## src/rtl/debug_pkg.sv

```systemverilog
// Shared definitions for the pipeline run/step/dump controller.
//   - command codes presented on the debug command port
//   - controller state encoding (top FSM and dump sequencer)
//   - HALT opcode, as recognised upstream to produce i_halt_wb
//   - default command width
package debug_pkg;

    localparam int NB_CMD = 2;

    localparam logic [5:0] HALT_OPCODE = 6'b111111;

    typedef enum logic [1:0] {
        CMD_NOP  = 2'b00,
        CMD_RUN  = 2'b01,
        CMD_STEP = 2'b10,
        CMD_DUMP = 2'b11
    } cmd_t;

    typedef enum logic [2:0] {
        ST_IDLE    = 3'd0,
        ST_RUN     = 3'd1,
        ST_STEP    = 3'd2,
        ST_DUMP_RD = 3'd3,
        ST_DUMP_TX = 3'd4,
        ST_HALTED  = 3'd5
    } state_t;

endpackage

```

## src/rtl/pipeline_debug_ctrl_if.sv

```systemverilog
// Signal bundle between the debug controller, the debug unit (command and
// dump word stream) and the pipeline (enable, halt detect, regfile port).
//   master : the controller side (pipeline_debug_ctrl)
//   slave  : the environment side (debug unit + pipeline)
// Optional DEBUG_PC_DUMP_EN adds i_pc, the current PC fed to the dump.
interface pipeline_debug_ctrl_if #(
    parameter int LEN     = 32,
    parameter int NB_ADDR = 5,
    parameter int NB_CMD  = 2
);

    logic               i_cmd_valid;
    logic [NB_CMD-1:0]  i_cmd;
    logic               o_cmd_ready;
    logic               i_halt_wb;
    logic               o_pipe_en;
    logic [NB_ADDR-1:0] o_dump_addr;
    logic [LEN-1:0]     i_dump_data;
    logic               o_tx_valid;
    logic [LEN-1:0]     o_tx_data;
    logic               i_tx_ready;
    logic               o_halted;
    logic [LEN-1:0]     o_cycle_count;
`ifdef DEBUG_PC_DUMP_EN
    logic [LEN-1:0]     i_pc;
`endif

    modport master (
        input  i_cmd_valid, i_cmd, i_halt_wb, i_dump_data, i_tx_ready,
`ifdef DEBUG_PC_DUMP_EN
               i_pc,
`endif
        output o_cmd_ready, o_pipe_en, o_dump_addr, o_tx_valid, o_tx_data,
               o_halted, o_cycle_count
    );

    modport slave (
        output i_cmd_valid, i_cmd, i_halt_wb, i_dump_data, i_tx_ready,
`ifdef DEBUG_PC_DUMP_EN
               i_pc,
`endif
        input  o_cmd_ready, o_pipe_en, o_dump_addr, o_tx_valid, o_tx_data,
               o_halted, o_cycle_count
    );

endinterface

```

## src/rtl/debug_dump_seq.sv

```systemverilog
// Register-file dump sequencer.
// Started by a one-cycle i_start from the top FSM, it alternates between
// reading one register (DUMP_RD) and offering it on the word stream
// (DUMP_TX) until every register, [the PC], and the cycle count have been
// handed over, then pulses o_done combinationally on the final handshake.
// Ports:
//   i_clk, i_rst        clock, async active-high reset
//   i_start             begin a dump (only sampled while idle)
//   i_cycle_count       value sent as the final word
//   i_pc                PC captured at start (DEBUG_PC_DUMP_EN only)
//   o_dump_addr         regfile read address; i_dump_data is sampled at
//   i_dump_data         the end of the DUMP_RD cycle
//   o_tx_valid/o_tx_data/i_tx_ready   word stream
//   o_done              last word accepted this cycle
module debug_dump_seq
    import debug_pkg::*;
#(
    parameter int LEN     = 32,
    parameter int NB_ADDR = 5,
    parameter int NB_REGS = 32
)(
    input  logic               i_clk,
    input  logic               i_rst,
    input  logic               i_start,
    input  logic [LEN-1:0]     i_cycle_count,
`ifdef DEBUG_PC_DUMP_EN
    input  logic [LEN-1:0]     i_pc,
`endif
    output logic [NB_ADDR-1:0] o_dump_addr,
    input  logic [LEN-1:0]     i_dump_data,
    output logic               o_tx_valid,
    output logic [LEN-1:0]     o_tx_data,
    input  logic               i_tx_ready,
    output logic               o_done
);

`ifdef DEBUG_PC_DUMP_EN
    localparam int NB_WORDS = NB_REGS + 2;
`else
    localparam int NB_WORDS = NB_REGS + 1;
`endif
    localparam int NB_IDX = $clog2(NB_WORDS);
    localparam logic [NB_IDX-1:0] LAST_IDX  = NB_IDX'(NB_WORDS - 1);
    localparam logic [NB_IDX-1:0] NREGS_IDX = NB_IDX'(NB_REGS);

    state_t             state_q, state_d;
    logic [NB_IDX-1:0]  widx_q, widx_d, widx_inc;
    logic [NB_ADDR-1:0] addr_q, addr_d;
    logic               valid_q, valid_d;
    logic [LEN-1:0]     data_q, data_d, word;
`ifdef DEBUG_PC_DUMP_EN
    logic [LEN-1:0]     pc_q, pc_d;
`endif

    assign widx_inc = widx_q + 1'b1;

    // Word index past the register range selects the trailing words.
    always_comb begin
        word = i_cycle_count;
        if (widx_q < NREGS_IDX) begin
            word = i_dump_data;
        end
`ifdef DEBUG_PC_DUMP_EN
        else if (widx_q == NREGS_IDX) begin
            word = pc_q;
        end
`endif
    end

    always_comb begin
        state_d = state_q;
        widx_d  = widx_q;
        addr_d  = addr_q;
        valid_d = valid_q;
        data_d  = data_q;
`ifdef DEBUG_PC_DUMP_EN
        pc_d    = pc_q;
`endif
        o_done  = 1'b0;
        case (state_q)
            ST_IDLE: begin
                if (i_start) begin
                    state_d = ST_DUMP_RD;
                    widx_d  = '0;
                    addr_d  = '0;
`ifdef DEBUG_PC_DUMP_EN
                    pc_d    = i_pc;
`endif
                end
            end
            ST_DUMP_RD: begin
                state_d = ST_DUMP_TX;
                valid_d = 1'b1;
                data_d  = word;
            end
            ST_DUMP_TX: begin
                if (i_tx_ready) begin
                    valid_d = 1'b0;
                    if (widx_q == LAST_IDX) begin
                        state_d = ST_IDLE;
                        widx_d  = '0;
                        addr_d  = '0;
                        o_done  = 1'b1;
                    end else begin
                        state_d = ST_DUMP_RD;
                        widx_d  = widx_inc;
                        // Address parks on the last register while the
                        // trailing words go out.
                        if (widx_inc < NREGS_IDX) begin
                            addr_d = NB_ADDR'(widx_inc);
                        end
                    end
                end
            end
            default: begin
                state_d = ST_IDLE;
            end
        endcase
    end

    always_ff @(posedge i_clk or posedge i_rst) begin
        if (i_rst) begin
            state_q <= ST_IDLE;
            widx_q  <= '0;
            addr_q  <= '0;
            valid_q <= 1'b0;
            data_q  <= '0;
`ifdef DEBUG_PC_DUMP_EN
            pc_q    <= '0;
`endif
        end else begin
            state_q <= state_d;
            widx_q  <= widx_d;
            addr_q  <= addr_d;
            valid_q <= valid_d;
            data_q  <= data_d;
`ifdef DEBUG_PC_DUMP_EN
            pc_q    <= pc_d;
`endif
        end
    end

    assign o_dump_addr = addr_q;
    assign o_tx_valid  = valid_q;
    assign o_tx_data   = data_q;

endmodule

```

## src/rtl/pipeline_debug_ctrl.sv

```systemverilog
// Run/step/dump controller for the 5-stage pipeline.
// Gates the pipeline enable, detects HALT reaching WB, counts enabled
// cycles, and hands register dumps to debug_dump_seq.
// Ports:
//   i_clk, i_rst   clock, async active-high reset
//   bus (master)   command handshake, halt detect, pipeline enable,
//                  regfile debug port, dump word stream, status outputs
// Build option DEBUG_PC_DUMP_EN: the dump also carries the PC sampled
// at dump entry (bus.i_pc), ahead of the cycle count.
//
// state      | meaning
// -----------+--------------------------------------------------------
// ST_IDLE    | stopped, accepts RUN/STEP/DUMP
// ST_RUN     | pipeline enabled until HALT reaches WB
// ST_STEP    | pipeline enabled for this single cycle
// ST_DUMP_RD | dump in progress; debug_dump_seq alternates RD/TX itself
// ST_HALTED  | program finished; only DUMP is acted on
module pipeline_debug_ctrl #(
    parameter int LEN     = 32,
    parameter int NB_ADDR = 5,
    parameter int NB_REGS = 32,
    parameter int NB_CMD  = debug_pkg::NB_CMD
)(
    input  logic                 i_clk,
    input  logic                 i_rst,
    pipeline_debug_ctrl_if.master bus
);
    import debug_pkg::*;

    state_t          state_q, state_d;
    state_t          ret_q, ret_d;
    logic            pipe_en_q, cmd_ready_q, halted_q;
    logic [LEN-1:0]  cycle_cnt_q;
    logic            accept, dump_start, dump_done;
    logic [NB_CMD-1:0] cmd_raw;
    cmd_t            cmd;

    assign cmd_raw = bus.i_cmd;
    assign cmd     = cmd_t'(cmd_raw[1:0]);
    assign accept  = bus.i_cmd_valid && cmd_ready_q;

    always_comb begin
        state_d    = state_q;
        ret_d      = ret_q;
        dump_start = 1'b0;
        case (state_q)
            ST_IDLE: begin
                if (accept) begin
                    case (cmd)
                        CMD_RUN:  state_d = ST_RUN;
                        CMD_STEP: state_d = ST_STEP;
                        CMD_DUMP: begin
                            state_d    = ST_DUMP_RD;
                            ret_d      = ST_IDLE;
                            dump_start = 1'b1;
                        end
                        default: ;
                    endcase
                end
            end
            ST_RUN: begin
                if (bus.i_halt_wb) begin
                    state_d = ST_HALTED;
                end
            end
            ST_STEP: begin
                state_d = bus.i_halt_wb ? ST_HALTED : ST_IDLE;
            end
            ST_HALTED: begin
                // RUN/STEP are accepted and dropped here.
                if (accept && (cmd == CMD_DUMP)) begin
                    state_d    = ST_DUMP_RD;
                    ret_d      = ST_HALTED;
                    dump_start = 1'b1;
                end
            end
            ST_DUMP_RD, ST_DUMP_TX: begin
                if (dump_done) begin
                    state_d = ret_q;
                end
            end
            default: begin
                state_d = ST_IDLE;
            end
        endcase
    end

    // Outputs are registered from the next state so they line up with it.
    always_ff @(posedge i_clk or posedge i_rst) begin
        if (i_rst) begin
            state_q     <= ST_IDLE;
            ret_q       <= ST_IDLE;
            pipe_en_q   <= 1'b0;
            cmd_ready_q <= 1'b1;
            halted_q    <= 1'b0;
            cycle_cnt_q <= '0;
        end else begin
            state_q     <= state_d;
            ret_q       <= ret_d;
            pipe_en_q   <= (state_d == ST_RUN) || (state_d == ST_STEP);
            cmd_ready_q <= (state_d == ST_IDLE) || (state_d == ST_HALTED);
            halted_q    <= halted_q || (state_d == ST_HALTED);
            if (pipe_en_q) begin
                cycle_cnt_q <= cycle_cnt_q + 1'b1;
            end
        end
    end

    debug_dump_seq #(
        .LEN     (LEN),
        .NB_ADDR (NB_ADDR),
        .NB_REGS (NB_REGS)
    ) u_dump_seq (
        .i_clk         (i_clk),
        .i_rst         (i_rst),
        .i_start       (dump_start),
        .i_cycle_count (cycle_cnt_q),
`ifdef DEBUG_PC_DUMP_EN
        .i_pc          (bus.i_pc),
`endif
        .o_dump_addr   (bus.o_dump_addr),
        .i_dump_data   (bus.i_dump_data),
        .o_tx_valid    (bus.o_tx_valid),
        .o_tx_data     (bus.o_tx_data),
        .i_tx_ready    (bus.i_tx_ready),
        .o_done        (dump_done)
    );

    assign bus.o_pipe_en     = pipe_en_q;
    assign bus.o_cmd_ready   = cmd_ready_q;
    assign bus.o_halted      = halted_q;
    assign bus.o_cycle_count = cycle_cnt_q;

endmodule

```

## src/flat_wrapper.sv

```systemverilog
// flat-port wrapper written by rule: the top's interface ports become plain ports
module pipeline_debug_ctrl_flat import debug_pkg::*;
#(
    parameter int LEN     = 32,
    parameter int NB_ADDR = 5,
    parameter int NB_REGS = 32,
    parameter int NB_CMD  = debug_pkg::NB_CMD
)
  (i_clk, i_rst, bus_i_cmd_valid, bus_i_cmd, bus_i_halt_wb, bus_i_dump_data, bus_i_tx_ready, bus_o_cmd_ready, bus_o_pipe_en, bus_o_dump_addr, bus_o_tx_valid, bus_o_tx_data, bus_o_halted, bus_o_cycle_count);
  pipeline_debug_ctrl_if #(.LEN(LEN), .NB_ADDR(NB_ADDR), .NB_CMD(NB_CMD)) bus_i ();
  input  logic i_clk;
  input  logic i_rst;
  input wire logic [$bits(bus_i.i_cmd_valid)-1:0] bus_i_cmd_valid;
  input wire logic [$bits(bus_i.i_cmd)-1:0] bus_i_cmd;
  input wire logic [$bits(bus_i.i_halt_wb)-1:0] bus_i_halt_wb;
  input wire logic [$bits(bus_i.i_dump_data)-1:0] bus_i_dump_data;
  input wire logic [$bits(bus_i.i_tx_ready)-1:0] bus_i_tx_ready;
  output wire logic [$bits(bus_i.o_cmd_ready)-1:0] bus_o_cmd_ready;
  output wire logic [$bits(bus_i.o_pipe_en)-1:0] bus_o_pipe_en;
  output wire logic [$bits(bus_i.o_dump_addr)-1:0] bus_o_dump_addr;
  output wire logic [$bits(bus_i.o_tx_valid)-1:0] bus_o_tx_valid;
  output wire logic [$bits(bus_i.o_tx_data)-1:0] bus_o_tx_data;
  output wire logic [$bits(bus_i.o_halted)-1:0] bus_o_halted;
  output wire logic [$bits(bus_i.o_cycle_count)-1:0] bus_o_cycle_count;
  assign bus_i.i_cmd_valid = bus_i_cmd_valid;
  assign bus_i.i_cmd = bus_i_cmd;
  assign bus_i.i_halt_wb = bus_i_halt_wb;
  assign bus_i.i_dump_data = bus_i_dump_data;
  assign bus_i.i_tx_ready = bus_i_tx_ready;
  assign bus_o_cmd_ready = bus_i.o_cmd_ready;
  assign bus_o_pipe_en = bus_i.o_pipe_en;
  assign bus_o_dump_addr = bus_i.o_dump_addr;
  assign bus_o_tx_valid = bus_i.o_tx_valid;
  assign bus_o_tx_data = bus_i.o_tx_data;
  assign bus_o_halted = bus_i.o_halted;
  assign bus_o_cycle_count = bus_i.o_cycle_count;
  pipeline_debug_ctrl #(.LEN(LEN), .NB_ADDR(NB_ADDR), .NB_REGS(NB_REGS), .NB_CMD(NB_CMD)) u_core (.i_clk(i_clk), .i_rst(i_rst), .bus(bus_i));
endmodule
```

## config.mk

```make
export PLATFORM = sky130hd
export DESIGN_NAME = pipeline_debug_ctrl_flat
export DESIGN_NICKNAME = d
export VERILOG_FILES = /design/src/rtl/debug_pkg.sv /design/src/rtl/pipeline_debug_ctrl_if.sv /design/src/rtl/debug_dump_seq.sv /design/src/rtl/pipeline_debug_ctrl.sv /design/src/flat_wrapper.sv
export SDC_FILE = /design/constraint.sdc
export NUM_CORES = 1
export LEC_CHECK = 0
export ABC_AREA = 1
export CAP_MARGIN = 20
export CORE_MARGIN = 2
export CORE_UTILIZATION = 53
export CTS_CLUSTER_SIZE = 8
export DETAILED_ROUTE_END_ITERATION = 8
export HOLD_SLACK_MARGIN = 0.05
export PLACE_DENSITY = 0.92
export SLEW_MARGIN = 5
export SYNTH_ARGS = -nofsm -noshare
export SYNTH_HDL_FRONTEND = slang
export SYNTH_SLANG_ARGS = --single-unit
```

## constraint.sdc

```tcl
create_clock -name i_clk -period 4.1 [get_ports i_clk]
set_input_delay 0.41 -clock i_clk [delete_from_list [all_inputs] [get_ports i_clk]]
set_output_delay 0.41 -clock i_clk [all_outputs]
set_load 0.01 [all_outputs]
```

==> results of run 1 <==
routing by layer:
metal	part of all wire [%]	global-route usage [%]	up-vias
met3	8.0	4.549	18
met1	41	34.75	1908
met5	0	0	-
li1	-	-	1949
met2	49	44.58	194
met4	1.5	6.884	0
state kept, by name, summed over array words and instances (netlist names):
name / flops
u_core.bus.o_cycle_count: 32
u_core.bus.o_cmd_ready: 1
u_core.u_dump_seq.o_dump_addr: 5
u_core.bus.o_halted: 1
u_core.u_dump_seq.o_tx_valid: 1
u_core.u_dump_seq.o_tx_data: 32
u_core.ret_q: 1
u_core.bus.o_pipe_en: 1
u_core.state_q: 3
u_core.u_dump_seq.state_q: 2
u_core.u_dump_seq.widx_q: 6
report_power, final:
part	switching, mW	leakage (nW)	internal, mW
clock network	0.290	0.112	0.353
registers	0.206	1.10	1.08
logic	0.660	1.44	0.616
total	1.16	2.66	2.05
cells in the final DEF (no fill, tap or decap), drive strengths merged:
cell	Yosys	routed
bufinv	0	2
nand2	146	146
clkinv	0	4
nand3b	5	5
nand4	6	6
inv	50	49
o21bai	2	2
nand3	25	25
clkdlybuf4s50	0	111
buf	5	4
nor3	12	12
o21ai	76	76
clkbuf	11	10
dfstp	1	1
a21oi	8	8
xnor2	6	6
xor2	20	20
nor2	84	84
ha	3	3
dfrtp	84	84
cells by family after synthesis:
group / Yosys count
buffers and inverters: 66
AOI/OAI and AO/OA: 86
xor gates and xnor gates: 26
DFF: 85
and+or+nand+nor: 278
adders and majority gates: 3
final timing paths:
path	from	end	depth (start not counted)
min in group i_clk	u_core.bus.o_halted	u_core.bus.o_halted	2
setup / recovery	u_core.bus.o_pipe_en	bus_o_pipe_en	1
max in group asynchronous	i_rst	u_core.bus.o_cmd_ready	3
hold reg to reg	u_core.bus.o_halted	u_core.bus.o_halted	2
hold / removal	i_rst	u_core.u_dump_seq.o_tx_data[25]	2
setup reg to reg	u_core.bus.o_cycle_count[14]	u_core.bus.o_cycle_count[29]	9
cell type report:
type / instances / share of cell area [%]
tap: 102 / 2.216
clock inverter: 5 / 1.303
sequential: 85 / 36.95
multi-input combinational: 393 / 33.70
clock buffer: 10 / 2.390
timing repair buffer: 115 / 20.16
inverter: 50 / 3.280
stage by stage:
| stage | utilization, % | std cells | worst slack, ns | total power [mW] | hold slack, ns |
|---|---|---|---|---|---|
| 3_3_place_gp | 70.69 | 744 | 2.174 | 2.492 | 0.4499 |
| 2_1_floorplan | - | 544 | 1.498 | 1.940 | 0.4530 |
| 3_5_place_dp | 70.69 | 744 | 2.089 | 2.549 | 0.4625 |
| 6_report | 73.77 | 760 | 2.171 | 3.208 | 0.4779 |
| 5_1_grt | 73.77 | 760 | 2.130 | 3.414 | 0.5128 |
| 4_1_cts | 73.41 | 759 | 2.168 | 3.189 | 0.4819 |
==> results.yml, run 1 <==
floorplan:
  core_area_sq_um: 7807
  rows: 32
  start_util_pct: 55.45
  dieArea_sq_um: 8908
  die_x_um: 94.38
  die_y_um: 94.38
  io_pins: 112
synth:
  synth-simple-area-share_pct: 28.06
  synth_adder_area_share_pct: 0.8671
  synth_compound_area_share_pct: 10.58
  synthArstFlopShare_pct: 100.0
  synthCells: 544
  yosysSeqAreaShare_pct: 49.16
  netlist_area_sq_um: 4329
  synth-edff-count: 0
  synth_top_family_by_area: "simple AND/OR/NAND/NOR gates"
  synth_top_area_share_pct: 48.55
  synth-seq-cells: 85
  synth-xor-area-share_pct: 5.260
  syn_area_per_cell_sq_um: 7.958
  synth_area_leader_cell: "dfrtp_1"
  yosys-top-cells-count: "137 x nand2_1, 84 x dfrtp_1, 77 x nor2_1"
  synthTopCellsByArea: "dfrtp_1 49%, nand2_1 12%, o21ai_0 8.1%"
  post-synth-top-count-cell: "nand2_1"
  syn_nets: 586
  synth_cell_type_count: 30
  synth-main-ff-cell: "dfrtp_1"
  synth_mux_area_share_pct: 0
  ys_warn_count: 0
clock_network:
  cts_tree: "done"
  max-clock-path-buffers: 2
  htreeDepth: 3
  postCtsSetupBuffers: 0
  clock_latency_ns: 0.35
  cts_sinks: 85
  cts.clk_slew.worst_paths_ns: 0.08
  cts_root_buf: "clkbuf_8"
  cts_resized: 0
  postCtsHoldBufs: 0
  cts_made_buffers: 9
power_and_ir_drop:
  power.leakage_nw: 2.655
  powerDensity_nw_per_um2: 557.1
  peakVddDrop_mv: 0.3261
drt:
  firstDrtPassIters: 5
  antenna_left: 0
  wire_per_inst_um: 14.79
  viasPerCell: 5.354
  vias: 4069
  drt_wl_total_mm: 11.24
  drtIter0Drc: 256
  drc: 0
cells_and_area:
  multi_input_area_sq_um: 1941
  drive_above_1_share_pct: 8.207
  fin_area_sq_um: 5759
  n_fill_cell: 589
  antenna-diode-count: 0
  regArea_sq_um: 2128
  area_growth_pct: 33.03
  nets: 696
global_route:
  grt_pass1_wl_mm: 18.24
  grt_usage_pct: 26.11
  antenna_found_initial: 0
  overflow: 0
  grt_max_degree: 46
  grt_pass1_vias: 3889
outcome:
  status: "completed"
worst_setup_path:
  cp-start-kind: "register"
  crit_family: "buffers and inverters"
  crit_required_ns: 3.69
  worstPathArrival_ns: 1.52
  r2r_slack_ns: 2.33
  crit_type: "reg2out"
  crit_slowest_cell: "clkdlybuf4s50_1"
  crit_buf_inv: 1
  critPathCaptureType: "output pin"
  cpPeakStageDelay_ns: 0.62
  path_cells: "clkdlybuf4s50_1"
  crit_path_max_fanout: 9
sta:
  fin_skew_ns: 0.01028
  worst-slew-pin-transition_ns: 1.006
  slew_headroom_pct: 32.86
  finalMaxSlewViolations: 0
  post-route-period-util_pct: 47.05
  hold_viol: 0
  rsz0062_at_grt: "no"
  post-route-min-period_ns: 1.929
  finalSetupViolCount: 0
  fmax_ghz: 0.5184
  tns_ns: 0
place:
  dpl.hpwl_mm: 7.955
  routabilityCongestion: 0.8778
  port_buffers: 111
  place_area_sq_um: 5519
hold_path:
  hp-class: "in2async"
job:
  cap_violations: 0
Note: power is estimated with default switching activity, not from simulation.
==> inputs of run 2 (changes only) <==
--- a/config.mk
+++ b/config.mk
@@ -8,11 +8,11 @@
 export ABC_AREA = 1
 export CAP_MARGIN = 20
 export CORE_MARGIN = 2
-export CORE_UTILIZATION = 53
+export CORE_UTILIZATION = 44
 export CTS_CLUSTER_SIZE = 8
 export DETAILED_ROUTE_END_ITERATION = 8
 export HOLD_SLACK_MARGIN = 0.05
-export PLACE_DENSITY = 0.92
+export PLACE_DENSITY = 0.82
 export SLEW_MARGIN = 5
 export SYNTH_ARGS = -nofsm -noshare
 export SYNTH_HDL_FRONTEND = slang
==> constraint.sdc (replaced) <==
create_clock -name i_clk -period 1.7 [get_ports i_clk]
set_input_delay 0.17 -clock i_clk [delete_from_list [all_inputs] [get_ports i_clk]]
set_output_delay 0.17 -clock i_clk [all_outputs]
set_load 0.01 [all_outputs]
==> results.yml, run 2 (synthesized netlist as in run 1, its figures left out) <==
global_route:
  grt_usage_pct: 22.54
  grt_pass1_vias: 4077
  antenna_found_initial: 0
  grt_max_degree: 48
  grt_pass1_wl_mm: 18.86
  overflow: 0
sta:
  hold_viol: 0
  tns_ns: 0
  finalSetupViolCount: 0
  slew_headroom_pct: 78.01
  rsz0062_at_grt: "no"
  post-route-period-util_pct: 97.35
  post-route-min-period_ns: 1.655
  fin_skew_ns: 0.01542
  fmax_ghz: 0.6042
  finalMaxSlewViolations: 0
  worst-slew-pin-transition_ns: 0.3273
clock_network:
  clock_latency_ns: 0.36
  cts_tree: "done"
  cts.clk_slew.worst_paths_ns: 0.09
  cts_root_buf: "clkbuf_8"
  max-clock-path-buffers: 2
  postCtsSetupBuffers: 0
  cts_made_buffers: 9
  htreeDepth: 3
  cts_sinks: 85
  postCtsHoldBufs: 0
  cts_resized: 0
floorplan:
  core_area_sq_um: 9639
  die_x_um: 103.2
  rows: 36
  io_pins: 112
  die_y_um: 103.2
  dieArea_sq_um: 10650
  start_util_pct: 44.91
cells_and_area:
  final_common_cell: "nand2_1"
  fin_area_sq_um: 5952
  layout_common_cells: "137 x nand2_1, 111 x clkdlybuf4s50_1, 84 x dfrtp_1"
  antenna-diode-count: 0
  nets: 717
  area_growth_pct: 37.49
  drive_above_1_share_pct: 11.47
drt:
  drt_wl_total_mm: 11.44
  vias: 4054
  firstDrtPassIters: 5
  viasPerCell: 4.986
  drc: 0
  wire_per_inst_um: 14.07
  drtIter0Drc: 176
  antenna_left: 0
power_and_ir_drop:
  peakVddDrop_mv: 0.8794
  powerDensity_nw_per_um2: 1292
  power.leakage_nw: 2.731
place:
  routabilityCongestion: 0.9455
  port_buffers: 111
  dpl.hpwl_mm: 8.716
  place_area_sq_um: 5763
worst_setup_path:
  critPathCaptureType: "output pin"
  crit_required_ns: 1.53
  crit_type: "reg2out"
  worstPathArrival_ns: 1.49
  cp-start-kind: "register"
  crit_path_max_fanout: 4
outcome:
  status: "completed"
hold_path:
  hp-class: "in2async"
job:
  cap_violations: 0
==> run 2: cell count changes in the layout (fill, tap and decap cells not counted), sizes merged <==
cell	delta
bufinv	-2
clkinv	-3
clkbuf	-1
inv	+3
clkinvlp	+4
buf	+21
==> run 2: worst max-delay path: stages, from the launching register on <==
cell and delay (ns):
dfrtp_1 0.43, buf_4 0.17, clkdlybuf4s50_1 0.54
==> run 2: power by group <==
group | internal, mW | switching (mW) | leakage, nW
logic | 1.62 | 1.70 | 1.55
clock network | 0.548 | 0.797 | 0.0829
registers | 2.61 | 0.416 | 1.10
total | 4.78 | 2.91 | 2.73
==> run 2: area by class of cell <==
type | count | area, sq um
Fill cell | 857 | 3687
Sequential cell | 85 | 2128
Multi-Input combinational cell | 393 | 1948
Timing Repair Buffer | 136 | 1336
Inverter | 50 | 191.4
Tap cell | 133 | 166.4
Clock buffer | 9 | 123.9
Clock inverter | 7 | 57.56
==> run 2: path summary, 6_finish.rpt <==
path                                             start                          endpoint  slack [ns]  cells past startpoint
setup reg to reg                u_core.bus.o_cmd_ready  u_core.u_dump_seq.o_dump_addr[4]        0.13                      9
hold / removal                                   i_rst                 u_core.state_q[1]        0.08                      2
hold reg to reg                    u_core.bus.o_halted               u_core.bus.o_halted        0.48                      2
min in group i_clk                 bus_i_dump_data[22]   u_core.u_dump_seq.o_tx_data[22]        0.43                      3
setup / recovery           u_core.bus.o_cycle_count[2]              bus_o_cycle_count[2]        0.04                      2
max in group asynchronous                        i_rst   u_core.u_dump_seq.o_tx_data[13]        1.13                      3
==> run 2: through the flow <==
step	setup WS [ns]	instances	util [%]	hold WS, ns	power (mW)
4_1_cts	0.02892	813	61.67	0.07113	7.768
2_1_floorplan	0.2513	544	-	0.3520	4.681
6_report	0.04498	813	61.75	0.07926	7.692
3_5_place_dp	0.0004935	797	59.79	0.4651	6.395
3_3_place_gp	0.05957	797	59.79	0.4482	6.277
5_1_grt	0.0007514	813	61.75	0.08169	8.270
==> run 2: metal layers <==
layer,GRT usage [%],up-vias,routed length (um),part of all wire [%]
met1,28.55,1913,5018,44
li1,-,1989,-,-
met4,9.514,0,193,1.7
met3,4.301,16,740,6.5
met2,37.96,136,5490,48
met5,0,-,0,0
==> inputs of run 3 (changes only) <==
--- a/config.mk
+++ b/config.mk
@@ -7,12 +7,12 @@
 export LEC_CHECK = 0
 export ABC_AREA = 1
 export CAP_MARGIN = 20
-export CORE_MARGIN = 2
-export CORE_UTILIZATION = 44
+export CORE_UTILIZATION = 46
+export CTS_BUF_LIST = sky130_fd_sc_hd__clkbuf_8
 export CTS_CLUSTER_SIZE = 8
 export DETAILED_ROUTE_END_ITERATION = 8
 export HOLD_SLACK_MARGIN = 0.05
-export PLACE_DENSITY = 0.82
+export PLACE_DENSITY = 0.85
 export SLEW_MARGIN = 5
 export SYNTH_ARGS = -nofsm -noshare
 export SYNTH_HDL_FRONTEND = slang
==> results.yml, run 3 (synthesized netlist as in run 1, its figures left out) <==
cells_and_area:
  fin_area_sq_um: 5964
  nets: 717
  final_common_cell: "nand2_1"
  antenna-diode-count: 0
  n_fill_cell: 741
  drive_above_1_share_pct: 12.79
  stdcell_count: 791
  multi_input_area_sq_um: 1968
  regArea_sq_um: 2132
  area_growth_pct: 37.77
  layout_common_cells: "136 x nand2_1, 111 x clkdlybuf4s50_1, 81 x dfrtp_1"
  fin_util_pct: 64.86
worst_setup_path:
  cpPeakStageDelay_ns: 0.60
  crit_family: "buffers and inverters"
  r2r_slack_ns: 0.07
  crit_buf_inv: 1
  worstPathArrival_ns: 1.49
  cp-endpoint: "bus_o_cycle_count[2]"
  crit_required_ns: 1.53
  timing.rr.end: "u_core.bus.o_cmd_ready"
  path_depth: 1
  critPathLaunch: "u_core.bus.o_cycle_count[2]"
  crit_type: "reg2out"
  reg2reg_from: "u_core.u_dump_seq.widx_q[0]"
  ff2ff_path_depth: 12
  crit_path_max_fanout: 6
  crit_slowest_cell: "clkdlybuf4s50_1"
  critPathCaptureType: "output pin"
  path_cells: "clkdlybuf4s50_1"
  cp-start-kind: "register"
clock_network:
  cts.clk_slew.worst_paths_ns: 0.09
  cts_root_buf: "clkbuf_8"
  clock_latency_ns: 0.35
  max-clock-path-buffers: 2
  postCtsHoldBufs: 0
  htreeDepth: 3
  cts_sinks: 85
  cts_tree: "done"
  cts_made_buffers: 9
sta:
  slew_headroom_pct: 75.92
  fmax_ghz: 0.6034
  hold_viol: 0
  worst-slew-pin-transition_ns: 0.3612
  finalMaxSlewViolations: 0
  finalSetupViolCount: 0
  fin_skew_ns: 0.01090
  post-route-period-util_pct: 97.49
  setup_ws_ns: 0.04261
  post-route-min-period_ns: 1.657
floorplan:
  die_y_um: 99.01
  core_area_sq_um: 9196
  rows: 35
  start_util_pct: 47.07
  dieArea_sq_um: 9803
  io_pins: 112
  die_x_um: 99.01
power_and_ir_drop:
  power.leakage_nw: 2.758
  powerDensity_nw_per_um2: 1336
  peakVddDrop_mv: 0.8487
place:
  place_area_sq_um: 5688
  routabilityCongestion: 0.9261
  dpl.hpwl_mm: 8.431
  dp_slack_ns: 0.02914
  port_buffers: 111
  placed_cells: 772
drt:
  drtIter0Drc: 205
  vias: 4070
  firstDrtPassIters: 6
  wire_per_inst_um: 14.48
  viasPerCell: 5.145
  antenna_left: 0
  drc: 0
  drt_wl_total_mm: 11.45
hold_path:
  hp-class: "in2async"
global_route:
  grt_max_degree: 55
  overflow: 0
  grt_usage_pct: 24.23
  antenna_found_initial: 0
  grt_pass1_wl_mm: 18.71
  grt_pass1_vias: 4031
outcome:
  status: "completed"
job:
  cap_violations: 0
==> run 3: worst min path at each step <==
| stage | slack (ns) | start | depth (start not counted) | endpoint |
|---|---|---|---|---|
| 2_1_floorplan | 0.35 | bus_i_tx_ready | 3 | u_core.u_dump_seq.o_tx_valid |
| 3_3_place_gp | 0.45 | i_rst | 2 | u_core.state_q[1] |
| 3_5_place_dp | 0.46 | i_rst | 2 | u_core.state_q[1] |
| 4_1_cts | 0.07 | i_rst | 2 | u_core.state_q[1] |
| 5_1_grt | 0.09 | i_rst | 2 | u_core.state_q[1] |
| 6_report | 0.08 | i_rst | 2 | u_core.state_q[1] |
==> run 3: timing repair <==
action	CTS	global route
buffers inserted	1	2
pin swaps	0	2
gates resized for setup	1	11
setup endpoints to repair	1	13
==> run 3: layer usage <==
layer	vias to the layer above	GRT usage, %	wire, um
met2	144	41.20	5621
met1	1917	31.30	4980
met4	0	9.989	172
li1	1994	-	-
met5	-	0	0
met3	15	3.191	677
==> run 3: metrics by stage <==
| stage | power [mW] | setup TNS (ns) | hold WS (ns) |
|---|---|---|---|
| floorplan | 4.681 | 0 | 0.3520 |
| global placement | 6.196 | 0 | 0.4503 |
| detailed placement | 6.341 | 0 | 0.4578 |
| CTS | 7.971 | 0 | 0.06821 |
| global route | 8.523 | -0.09500 | 0.08761 |
| finish | 7.967 | 0 | 0.07842 |
==> run 3: area by class of cell <==
type	instances	share of cell area [%]
timing repair buffer	136	21.98
multi-input combinational	393	33.00
sequential	85	35.75
clock inverter	7	1.657
inverter	50	3.210
tap	111	2.329
clock buffer	9	2.077
==> run 3: report_power, final <==
part / switching (mW) / internal, mW / total (mW)
clock: 0.762 / 0.835 / 1.60
sequential: 0.426 / 2.62 / 3.04
combinational: 1.72 / 1.61 / 3.33
total: 2.91 / 5.06 / 7.97
